<file path="src/rtl/mem_arb_pkg.sv">
// Shared types and widths for the single-port memory arbiter.
package mem_arb_pkg;

  localparam int ADDR_W = 32;
  localparam int DATA_W = 32;
  localparam int CNT_W  = 4;

  typedef enum logic [1:0] {
    IDLE,
    ACCESS,
    RESP
  } arb_state_e;

  typedef enum logic {
    GNT_I,
    GNT_D
  } arb_gnt_e;

  // Word accesses only: any set low address bit means the access is rejected.
  function automatic logic is_misaligned(input logic [1:0] addr_lsb);
    return addr_lsb != 2'b00;
  endfunction

endpackage

</file>
<file path="src/rtl/mem_arbiter_if.sv">
// Fetch port, data port and unified memory bus of the arbiter.
interface mem_arbiter_if;
  import mem_arb_pkg::*;

  logic              i_req;
  logic [ADDR_W-1:0] i_addr;
  logic [DATA_W-1:0] i_rdata;
  logic              i_ready;

  logic              d_req;
  logic              d_we;
  logic [ADDR_W-1:0] d_addr;
  logic [DATA_W-1:0] d_wdata;
  logic [DATA_W-1:0] d_rdata;
  logic              d_ready;
  logic              d_err;

  logic [ADDR_W-1:0] mem_A;
  logic [DATA_W-1:0] mem_WD;
  logic              mem_WE;
  logic [DATA_W-1:0] mem_RD;

  logic              busy;

  // Arbiter view: serves the requesters and drives the memory.
  modport slave (
    input  i_req, i_addr, d_req, d_we, d_addr, d_wdata, mem_RD,
    output i_rdata, i_ready, d_rdata, d_ready, d_err, mem_A, mem_WD, mem_WE, busy
  );

  // Environment view: requesters plus the memory itself.
  modport master (
    output i_req, i_addr, d_req, d_we, d_addr, d_wdata, mem_RD,
    input  i_rdata, i_ready, d_rdata, d_ready, d_err, mem_A, mem_WD, mem_WE, busy
  );

endinterface

</file>
<file path="src/rtl/arb_wait_counter.sv">
// Loadable down-counter that times the wait states of one memory access.
module arb_wait_counter
  import mem_arb_pkg::*;
(
  input  logic             CLK,
  input  logic             RST_N,
  input  logic             i_load,
  input  logic [CNT_W-1:0] i_load_val,
  input  logic             i_dec,
  output logic             o_done
);

  logic [CNT_W-1:0] r_count;

  // NOTE: clocked state uses non-blocking assignments so every register
  // samples pre-edge values regardless of process evaluation order.
  always_ff @(posedge CLK) begin
    if (!RST_N) begin
      r_count <= '0;
    end else if (i_load) begin
      r_count <= i_load_val;
    end else if (i_dec && (r_count != '0)) begin
      r_count <= r_count - 1'b1;
    end
  end

  assign o_done = (r_count == '0);

endmodule

</file>
<file path="src/rtl/mem_arbiter.sv">
// Serialises fetch and data requests onto one memory with programmable wait
// states; data wins ties unless fetch has been passed over MAX_D_STREAK times.
module mem_arbiter
  import mem_arb_pkg::*;
#(
  parameter int WAIT_CYCLES  = 1,
  parameter int MAX_D_STREAK = 4
) (
  input  logic          CLK,
  input  logic          RST_N,
  mem_arbiter_if.slave  bus
);

  localparam logic [CNT_W-1:0] WAIT_LD    = CNT_W'(WAIT_CYCLES);
  localparam logic [CNT_W-1:0] STREAK_MAX = CNT_W'(MAX_D_STREAK);

  arb_state_e        r_state;
  arb_state_e        w_state_nxt;
  arb_gnt_e          r_gnt;
  arb_gnt_e          w_gnt;

  logic [ADDR_W-1:0] r_addr;
  logic [DATA_W-1:0] r_wdata;
  logic              r_we;
  logic              r_misalign;
  logic [CNT_W-1:0]  r_streak;

  logic [DATA_W-1:0] r_i_rdata;
  logic [DATA_W-1:0] r_d_rdata;
  logic              r_i_ready;
  logic              r_d_ready;
  logic              r_d_err;

  logic              w_cnt_load;
  logic              w_cnt_dec;
  logic              w_cnt_done;
  logic              w_final;
  logic              w_in_access;

  arb_wait_counter u_wait (
    .CLK        (CLK),
    .RST_N      (RST_N),
    .i_load     (w_cnt_load),
    .i_load_val (WAIT_LD),
    .i_dec      (w_cnt_dec),
    .o_done     (w_cnt_done)
  );

  always_comb begin
    w_gnt = GNT_D;
    if (bus.i_req && bus.d_req) begin
      w_gnt = (r_streak == STREAK_MAX) ? GNT_I : GNT_D;
    end else if (bus.i_req) begin
      w_gnt = GNT_I;
    end
  end

  // NOTE: every combinational output gets a default before the case so no
  // path leaves it unassigned and no latch is inferred.
  always_comb begin
    w_state_nxt = r_state;
    w_cnt_load  = 1'b0;
    w_cnt_dec   = 1'b0;
    w_final     = 1'b0;
    case (r_state)
      IDLE: begin
        if (bus.i_req || bus.d_req) begin
          w_state_nxt = ACCESS;
          w_cnt_load  = 1'b1;
        end
      end
      ACCESS: begin
        w_cnt_dec = 1'b1;
        if (w_cnt_done) begin
          w_final     = 1'b1;
          w_state_nxt = RESP;
        end
      end
      RESP:    w_state_nxt = IDLE;
      default: w_state_nxt = IDLE;
    endcase
  end

  always_ff @(posedge CLK) begin
    if (!RST_N) begin
      r_state    <= IDLE;
      r_gnt      <= GNT_I;
      r_addr     <= '0;
      r_wdata    <= '0;
      r_we       <= 1'b0;
      r_misalign <= 1'b0;
      r_streak   <= '0;
      r_i_rdata  <= '0;
      r_d_rdata  <= '0;
      r_i_ready  <= 1'b0;
      r_d_ready  <= 1'b0;
      r_d_err    <= 1'b0;
    end else begin
      r_state   <= w_state_nxt;
      r_i_ready <= 1'b0;
      r_d_ready <= 1'b0;
      r_d_err   <= 1'b0;

      if (w_cnt_load) begin
        r_gnt <= w_gnt;
        if (w_gnt == GNT_D) begin
          r_addr     <= bus.d_addr;
          r_wdata    <= bus.d_wdata;
          r_we       <= bus.d_we;
          r_misalign <= is_misaligned(bus.d_addr[1:0]);
          // Only data grants that jump a waiting fetch count toward starvation.
          if (bus.i_req && (r_streak != STREAK_MAX)) begin
            r_streak <= r_streak + 1'b1;
          end
        end else begin
          r_addr     <= bus.i_addr;
          r_wdata    <= '0;
          r_we       <= 1'b0;
          r_misalign <= 1'b0;
          r_streak   <= '0;
        end
      end

      if (w_final) begin
        if (r_gnt == GNT_D) begin
          r_d_ready <= 1'b1;
          r_d_err   <= r_misalign;
          r_d_rdata <= r_misalign ? '0 : bus.mem_RD;
        end else begin
          r_i_ready <= 1'b1;
          r_i_rdata <= bus.mem_RD;
        end
      end
    end
  end

  assign w_in_access = (r_state == ACCESS);

  assign bus.mem_A   = w_in_access ? r_addr  : '0;
  assign bus.mem_WD  = w_in_access ? r_wdata : '0;
  // Gated with reset so a store cannot land on the edge that abandons it.
  assign bus.mem_WE  = w_final && (r_gnt == GNT_D) && r_we && !r_misalign && RST_N;

  assign bus.i_rdata = r_i_rdata;
  assign bus.i_ready = r_i_ready;
  assign bus.d_rdata = r_d_rdata;
  assign bus.d_ready = r_d_ready;
  assign bus.d_err   = r_d_err;
  assign bus.busy    = (r_state != IDLE);

endmodule

</file>
<file path="src/flat_wrapper.sv">
// flat-port wrapper written by rule: the top's interface ports become plain ports
module mem_arbiter_flat import mem_arb_pkg::*;
#(
  parameter int WAIT_CYCLES  = 1,
  parameter int MAX_D_STREAK = 4
)
  (CLK, RST_N, bus_i_req, bus_i_addr, bus_d_req, bus_d_we, bus_d_addr, bus_d_wdata, bus_mem_RD, bus_i_rdata, bus_i_ready, bus_d_rdata, bus_d_ready, bus_d_err, bus_mem_A, bus_mem_WD, bus_mem_WE, bus_busy);
  mem_arbiter_if bus_i ();
  input  logic CLK;
  input  logic RST_N;
  input wire logic [$bits(bus_i.i_req)-1:0] bus_i_req;
  input wire logic [$bits(bus_i.i_addr)-1:0] bus_i_addr;
  input wire logic [$bits(bus_i.d_req)-1:0] bus_d_req;
  input wire logic [$bits(bus_i.d_we)-1:0] bus_d_we;
  input wire logic [$bits(bus_i.d_addr)-1:0] bus_d_addr;
  input wire logic [$bits(bus_i.d_wdata)-1:0] bus_d_wdata;
  input wire logic [$bits(bus_i.mem_RD)-1:0] bus_mem_RD;
  output wire logic [$bits(bus_i.i_rdata)-1:0] bus_i_rdata;
  output wire logic [$bits(bus_i.i_ready)-1:0] bus_i_ready;
  output wire logic [$bits(bus_i.d_rdata)-1:0] bus_d_rdata;
  output wire logic [$bits(bus_i.d_ready)-1:0] bus_d_ready;
  output wire logic [$bits(bus_i.d_err)-1:0] bus_d_err;
  output wire logic [$bits(bus_i.mem_A)-1:0] bus_mem_A;
  output wire logic [$bits(bus_i.mem_WD)-1:0] bus_mem_WD;
  output wire logic [$bits(bus_i.mem_WE)-1:0] bus_mem_WE;
  output wire logic [$bits(bus_i.busy)-1:0] bus_busy;
  assign bus_i.i_req = bus_i_req;
  assign bus_i.i_addr = bus_i_addr;
  assign bus_i.d_req = bus_d_req;
  assign bus_i.d_we = bus_d_we;
  assign bus_i.d_addr = bus_d_addr;
  assign bus_i.d_wdata = bus_d_wdata;
  assign bus_i.mem_RD = bus_mem_RD;
  assign bus_i_rdata = bus_i.i_rdata;
  assign bus_i_ready = bus_i.i_ready;
  assign bus_d_rdata = bus_i.d_rdata;
  assign bus_d_ready = bus_i.d_ready;
  assign bus_d_err = bus_i.d_err;
  assign bus_mem_A = bus_i.mem_A;
  assign bus_mem_WD = bus_i.mem_WD;
  assign bus_mem_WE = bus_i.mem_WE;
  assign bus_busy = bus_i.busy;
  mem_arbiter #(.WAIT_CYCLES(WAIT_CYCLES), .MAX_D_STREAK(MAX_D_STREAK)) u_core (.CLK(CLK), .RST_N(RST_N), .bus(bus_i));
endmodule
</file>
<file path="config.mk">
export PLATFORM = sky130hd
export DESIGN_NAME = mem_arbiter_flat
export DESIGN_NICKNAME = d
export VERILOG_FILES = /design/src/rtl/mem_arb_pkg.sv /design/src/rtl/mem_arbiter_if.sv /design/src/rtl/arb_wait_counter.sv /design/src/rtl/mem_arbiter.sv /design/src/flat_wrapper.sv
export SDC_FILE = /design/constraint.sdc
export NUM_CORES = 1
export LEC_CHECK = 0
export ABC_AREA = 1
export BUFFER_PORTS_ARGS = -buffer_cell sky130_fd_sc_hd__buf_2
export CAP_MARGIN = 10
export CORE_UTILIZATION = 25
export DETAILED_ROUTE_END_ITERATION = 8
export SLEW_MARGIN = 20
export SYNTH_ARGS = -nofsm -noshare
export SYNTH_HDL_FRONTEND = slang
export SYNTH_SLANG_ARGS = --single-unit
</file>
<file path="constraint.sdc">
create_clock -name CLK -period 3.9 [get_ports CLK]
set_clock_uncertainty 0.15 [all_clocks]
set_input_delay 0.78 -clock CLK [delete_from_list [all_inputs] [get_ports CLK]]
set_output_delay 0.78 -clock CLK [all_outputs]
set_load 0.05 [all_outputs]
</file>
Word level (Yosys, flattened, before mapping)
Index checks and enable logic that the tools add are counted.
- flip-flop bits (word level): 144
- bits in latches: 0
- RAM bits: 0
- memory bits (read-only): 0
- input port bits: 133
- output and inout port bits: 133
- memories kept: 0
- add/sub/neg operators: 2
- multipliers: 0
- div/mod/pow operators: 0
- magnitude comparators: 0
- equal/unequal tests: 6
- shift-type cells: 0
- mux-type cells: 24
- bitwise gates (word level): 2
- reduce and logical (&&, ||, !) cells: 22
- operators with widths (operator ; count):
    32-bit 2-to-1 mux ; 5
    1-bit 2-to-1 mux ; 14
    2-bit AND reduction ; 5
    4-bit 2-to-1 mux ; 2
    1-bit logical AND ; 7
    2-bit nonzero test ; 3
    4-bit by 1-bit adder with 4-bit output (second input constant) ; 1
    4-bit by 3-bit equality test with 1-bit output (second input constant) ; 1
    4-bit logical NOT ; 1
    2-bit 2-to-1 mux ; 2
    2-bit != test (second input constant) ; 2
    4-bit by 3-bit != test with 1-bit output (second input constant) ; 1
    2-bit one-hot mux with 2 select lines ; 1
    4-bit nonzero test ; 1
    4-bit by 1-bit subtractor with 4-bit output (second input constant) ; 1
    3-bit AND reduction ; 1
    2-bit by 1-bit equality test with 1-bit output (second input constant) ; 1
    2-bit logical NOT ; 1
    2-bit by 1-bit != test with 1-bit output (second input constant) ; 1
    1-bit NOT ; 2
    2-bit OR reduction ; 1
    1-bit logical NOT ; 1
    1-bit logical OR ; 1

Logic depth before layout (Yosys ltp)
- word-level depth: 7
- mapped depth: 10
- mapped depth without buffers: 8

Modules after synthesis
Synthesis repeated with hierarchy kept, for this count alone.
- cell total of the unflattened synthesis: 917
- area, all modules: 6326.1 um2
- modules (own cells, without submodules) (module ; instances ; cells an instance ; area each (um2)):
    mem_arbiter ; 1 ; 876 ; 6052.1
    arb_wait_counter ; 1 ; 41 ; 274.0

Least setup slack after synthesis
OpenSTA, ideal clock, no wires.
- path type: input-to-output
- from: input port RST_N
- to: output port bus_mem_WE
- arrival time: 1.837 ns
- slack: 1.133 ns
- stages: 4
- buffers on the path: 2
- cell sequence: buf_2 buf_2 nand3_1 nor2_1
- cells in the longest elaborated chain, start to end: 1
- ends and longest elaborated chain (element ; line ; source):
    from (decl) ; flat_wrapper.sv:10 ; input logic RST_N;
    1-bit logical AND ; mem_arbiter.sv:142 ; assign bus.mem_WE = w_final && (r_gnt == GNT_D) && r_we && !r_misalign && RST_N;
    to (decl) ; flat_wrapper.sv:25 ; output wire logic [$bits(bus_i.mem_WE)-1:0] bus_mem_WE;
Every way passes these cells.

Final worst setup path
- from: register u_core.u_wait.r_count[0]
- to: output port bus_mem_WE
- cells in the longest elaborated chain, start to end: 7
- ends and longest elaborated chain (element ; line ; source):
    from (decl) ; arb_wait_counter.sv:13 ; logic [CNT_W-1:0] r_count;
    from (signal assigned) ; arb_wait_counter.sv:21 ; r_count <= i_load_val;
    from (signal assigned) ; arb_wait_counter.sv:23 ; r_count <= r_count - 1'b1;
    4-bit logical NOT ; arb_wait_counter.sv:27 ; assign o_done = (r_count == '0);
    1-bit 2-to-1 mux ; mem_arbiter.sv:74 ; if (w_cnt_done) begin
    1-bit 2-to-1 mux ; mem_arbiter.sv:65 ; case (r_state)
    1-bit logical AND (4 in series) ; mem_arbiter.sv:142 ;
Every way passes these cells.

==> summary.txt <==
outcome -> finished, final reports clean
drt wl/cell -> 12.0 microns
switch share -> 0.363
ys async rst share -> 0
Yosys reg bits -> 144
layout cell share with drive strength beyond 1 -> 0.228
Leakage -> 5.20 nW
post-synth cell types -> 23
reg2reg setup slack -> 1.26 ns
RSZ-0062 raised after global routing -> false
deepest clock path buffer count -> 2
final slew viol count -> 0
P&R area growth vs syn -> 30.5%
Core ar. -> 27900 sq um
clock network power share -> 0.368
Clk Latency, worst-skew pair -> 0.42 ns
Worst Path Max Fanout -> 35
Initial DRT Pass Iterations -> 4
final hold vios -> 0
Clock Tree Root -> clkbuf_16
internal power -> 2.79 mW
setup TNS after final layout -> 0 ns
Worst-path clk slew -> 0.07 ns
post-cts sizing count -> 0
M1 wire length -> 9780 microns
via-per-instance ratio -> 4.03
met3 WL -> 1560 microns
final worst setup slack -> 0.952 ns
final net count -> 1527
most area-consuming cells after synthesis -> dfxtp_1 41%, inv_1 16%, nand2_1 15%
slew of the pin with the lowest slew margin -> 0.750 ns
post-synth top area share -> 0.405
placer's final routability congestion estimate -> 0.783
R2R depth -> 10
via count of the first global-routing pass -> 6730
met2 WL post-DR -> 9820 microns
Comb power frac -> 0.250
vias post-DR -> 7193
pre-CTS setup slack -> 1.24 ns
Total Wirelength -> 21300 microns
residual DRC count -> 0
CP Data Required Time -> 2.97 ns
Post-synth top cells -> 299 x inv_1, 277 x nand2_1, 172 x nand3_1, 144 x dfxtp_1, 142 x nor2_1
# clock sinks -> 144
startpoint types -> flop
Yosys warning count -> 0
DRT antenna net count -> 0
Hold-fix buffers, CTS -> 0
final setup vio count -> 0
Top-Level Pins -> 266
post-synthesis sequential area ratio -> 0.405
sequential power share -> 0.382
post-CTS setup buffers -> 0
WHS Path Cells -> 2
first-pass GRT wire length -> 33900 microns
min-delay worst type -> flop to flop
total CTS buffers -> 17
final worst path period need -> 2.95 ns
Initial Utilization -> 0.255
Fin Hold WS -> 0.304 ns
gr ovfl total -> 0
H-tree levels -> 4
synthesized area per cell -> 6.14 sq um
Synth area leader -> dfxtp_1
TritonCTS clock tree -> yes
power per cell area -> 471 nW/um^2
highest clock rate -> 0.339 GHz
most frequent cell after synthesis -> inv_1
WP data arrival -> 2.02 ns
Port Buf Inserts -> 265
Placed Area -> 8720 sq um
final worst-path cycle share -> 0.756
max cap viols -> 0
Die Area -> 29100 sq um
initial antenna violation count -> 2
pin count of the biggest net entering global routing -> 67
gr usage total -> 0.149
Final Cell Area -> 9290 sq um
net count after synthesis -> 1295
Total Power -> 4.38 mW
DP Wirelength -> 14500 microns
Netlist Area Pre-Place -> 7120 sq um
drt first-iter violations -> 341
predominant post-synthesis flop cell -> dfxtp_1
die height -> 171 microns
fillers -> 3093
row cnt -> 61
die width -> 171 microns
Post-Syn Instances -> 1159
sw power -> 1.59 mW
Post-synth EDFFs -> 0
Slew headroom -> 0.500
Critical Path Sink Type -> output port
Top Layer Used -> met5
peak supply drop -> 0.226 mV
Crit Path Class -> flop to output port
-- per-stage QoR --
stage,std cells,util
6_report,1783,0.333
5_1_grt,1782,0.333
4_1_cts,1782,0.333
3_5_place_dp,1750,0.313
3_3_place_gp,1750,0.313
2_1_floorplan,1159,-
-- cells in the final DEF (no fill, tap or decap) --
cell type	instances
inv_1	299
nand2_1	275
buf_2	264
nand3_1	172
dfxtp_1	144
nor2_1	142
o21ai_0	31
clkbuf_16	17
buf_4	12
a21oi_1	7
o21ai_1	5
nand2_2	4
clkinv_4	4
clkinvlp_4	4
ha_1	3
inv_6	3
nor2_2	2
nor2_4	2
inv_2	2
nand4_1	2
clkbuf_1	2
buf_12	2
diode_2	1
nand2_4	1
o21ai_2	1
clkinv_1	1
nor3_1	1
bufinv_16	1
inv_8	1
-- area by class of cell --
| class | instances | area (sq um) | share of cell area |
|---|---|---|---|
| diodes | 1 | 2.50 | 0.000270 |
| clock buffers | 19 | 433 | 0.0466 |
| clock inverters | 13 | 133 | 0.0143 |
| inverters | 302 | 1130 | 0.122 |
| multi-input cells | 648 | 2780 | 0.299 |
| flip-flops and latches | 144 | 2880 | 0.310 |
| well taps | 378 | 473 | 0.0509 |
| repair buffers | 278 | 1450 | 0.156 |
-- power groups by stage --
stage                     Combinational (mW)  Sequential, mW  Clock (mW)
after detailed placement                1.10            1.70           0
after floorplan                        0.612            1.90           0
after global placement                  1.10            1.70           0
after CTS                               1.11            1.67        1.67
after global routing                    1.21            1.69        1.74
final                                   1.09            1.67        1.61
-- flip-flops by register name (all words and copies together), names as in the netlist --
register and flops:
u_core.r_we 1, u_core.bus.d_ready 1, u_core.bus.i_rdata 32, u_core.r_wdata 32
u_core.u_wait.r_count 4, u_core.bus.d_rdata 32, u_core.r_addr 32, u_core.r_state 2
u_core.r_misalign 1, u_core.bus.d_err 1, u_core.r_gnt 1, u_core.bus.i_ready 1
u_core.r_streak 4
-- kinds of logic after synthesis --
logic type / share of synthesized area
flops: 0.405
compound gates: 0.0315
fa+ha+maj: 0.00527
buf+inv: 0.206
simple gates: 0.352
-- metal layers --
metal / up-vias / track usage
li1: 3818 / -
met1: 3130 / 0.180
met2: 231 / 0.259
met3: 12 / 0.0414
met4: 2 / 0.0356
met5: - / 0
-- final timing paths --
kind	end	from
min reg2reg	u_core.r_addr[7]$_SDFFE_PN0P_	u_core.r_addr[7]$_SDFFE_PN0P_
max reg2reg	u_core.bus.i_rdata[4]$_SDFFE_PN0P_	u_core.u_wait.r_count[0]$_SDFFE_PN0P_
min	u_core.r_addr[7]$_SDFFE_PN0P_	u_core.r_addr[7]$_SDFFE_PN0P_
max	bus_mem_WE	u_core.u_wait.r_count[0]$_SDFFE_PN0P_
-- critical path, cell delays in order, from the launching register on --
cell and delay [ns]:
dfxtp_1 0.31, inv_1 0.08, ha_1 0.24, nand2_2 0.13, nor2_4 0.13, nand2_4 0.26
nor2_1 0.29, buf_12 0.17
Note: power is estimated with default switching activity, not from simulation.
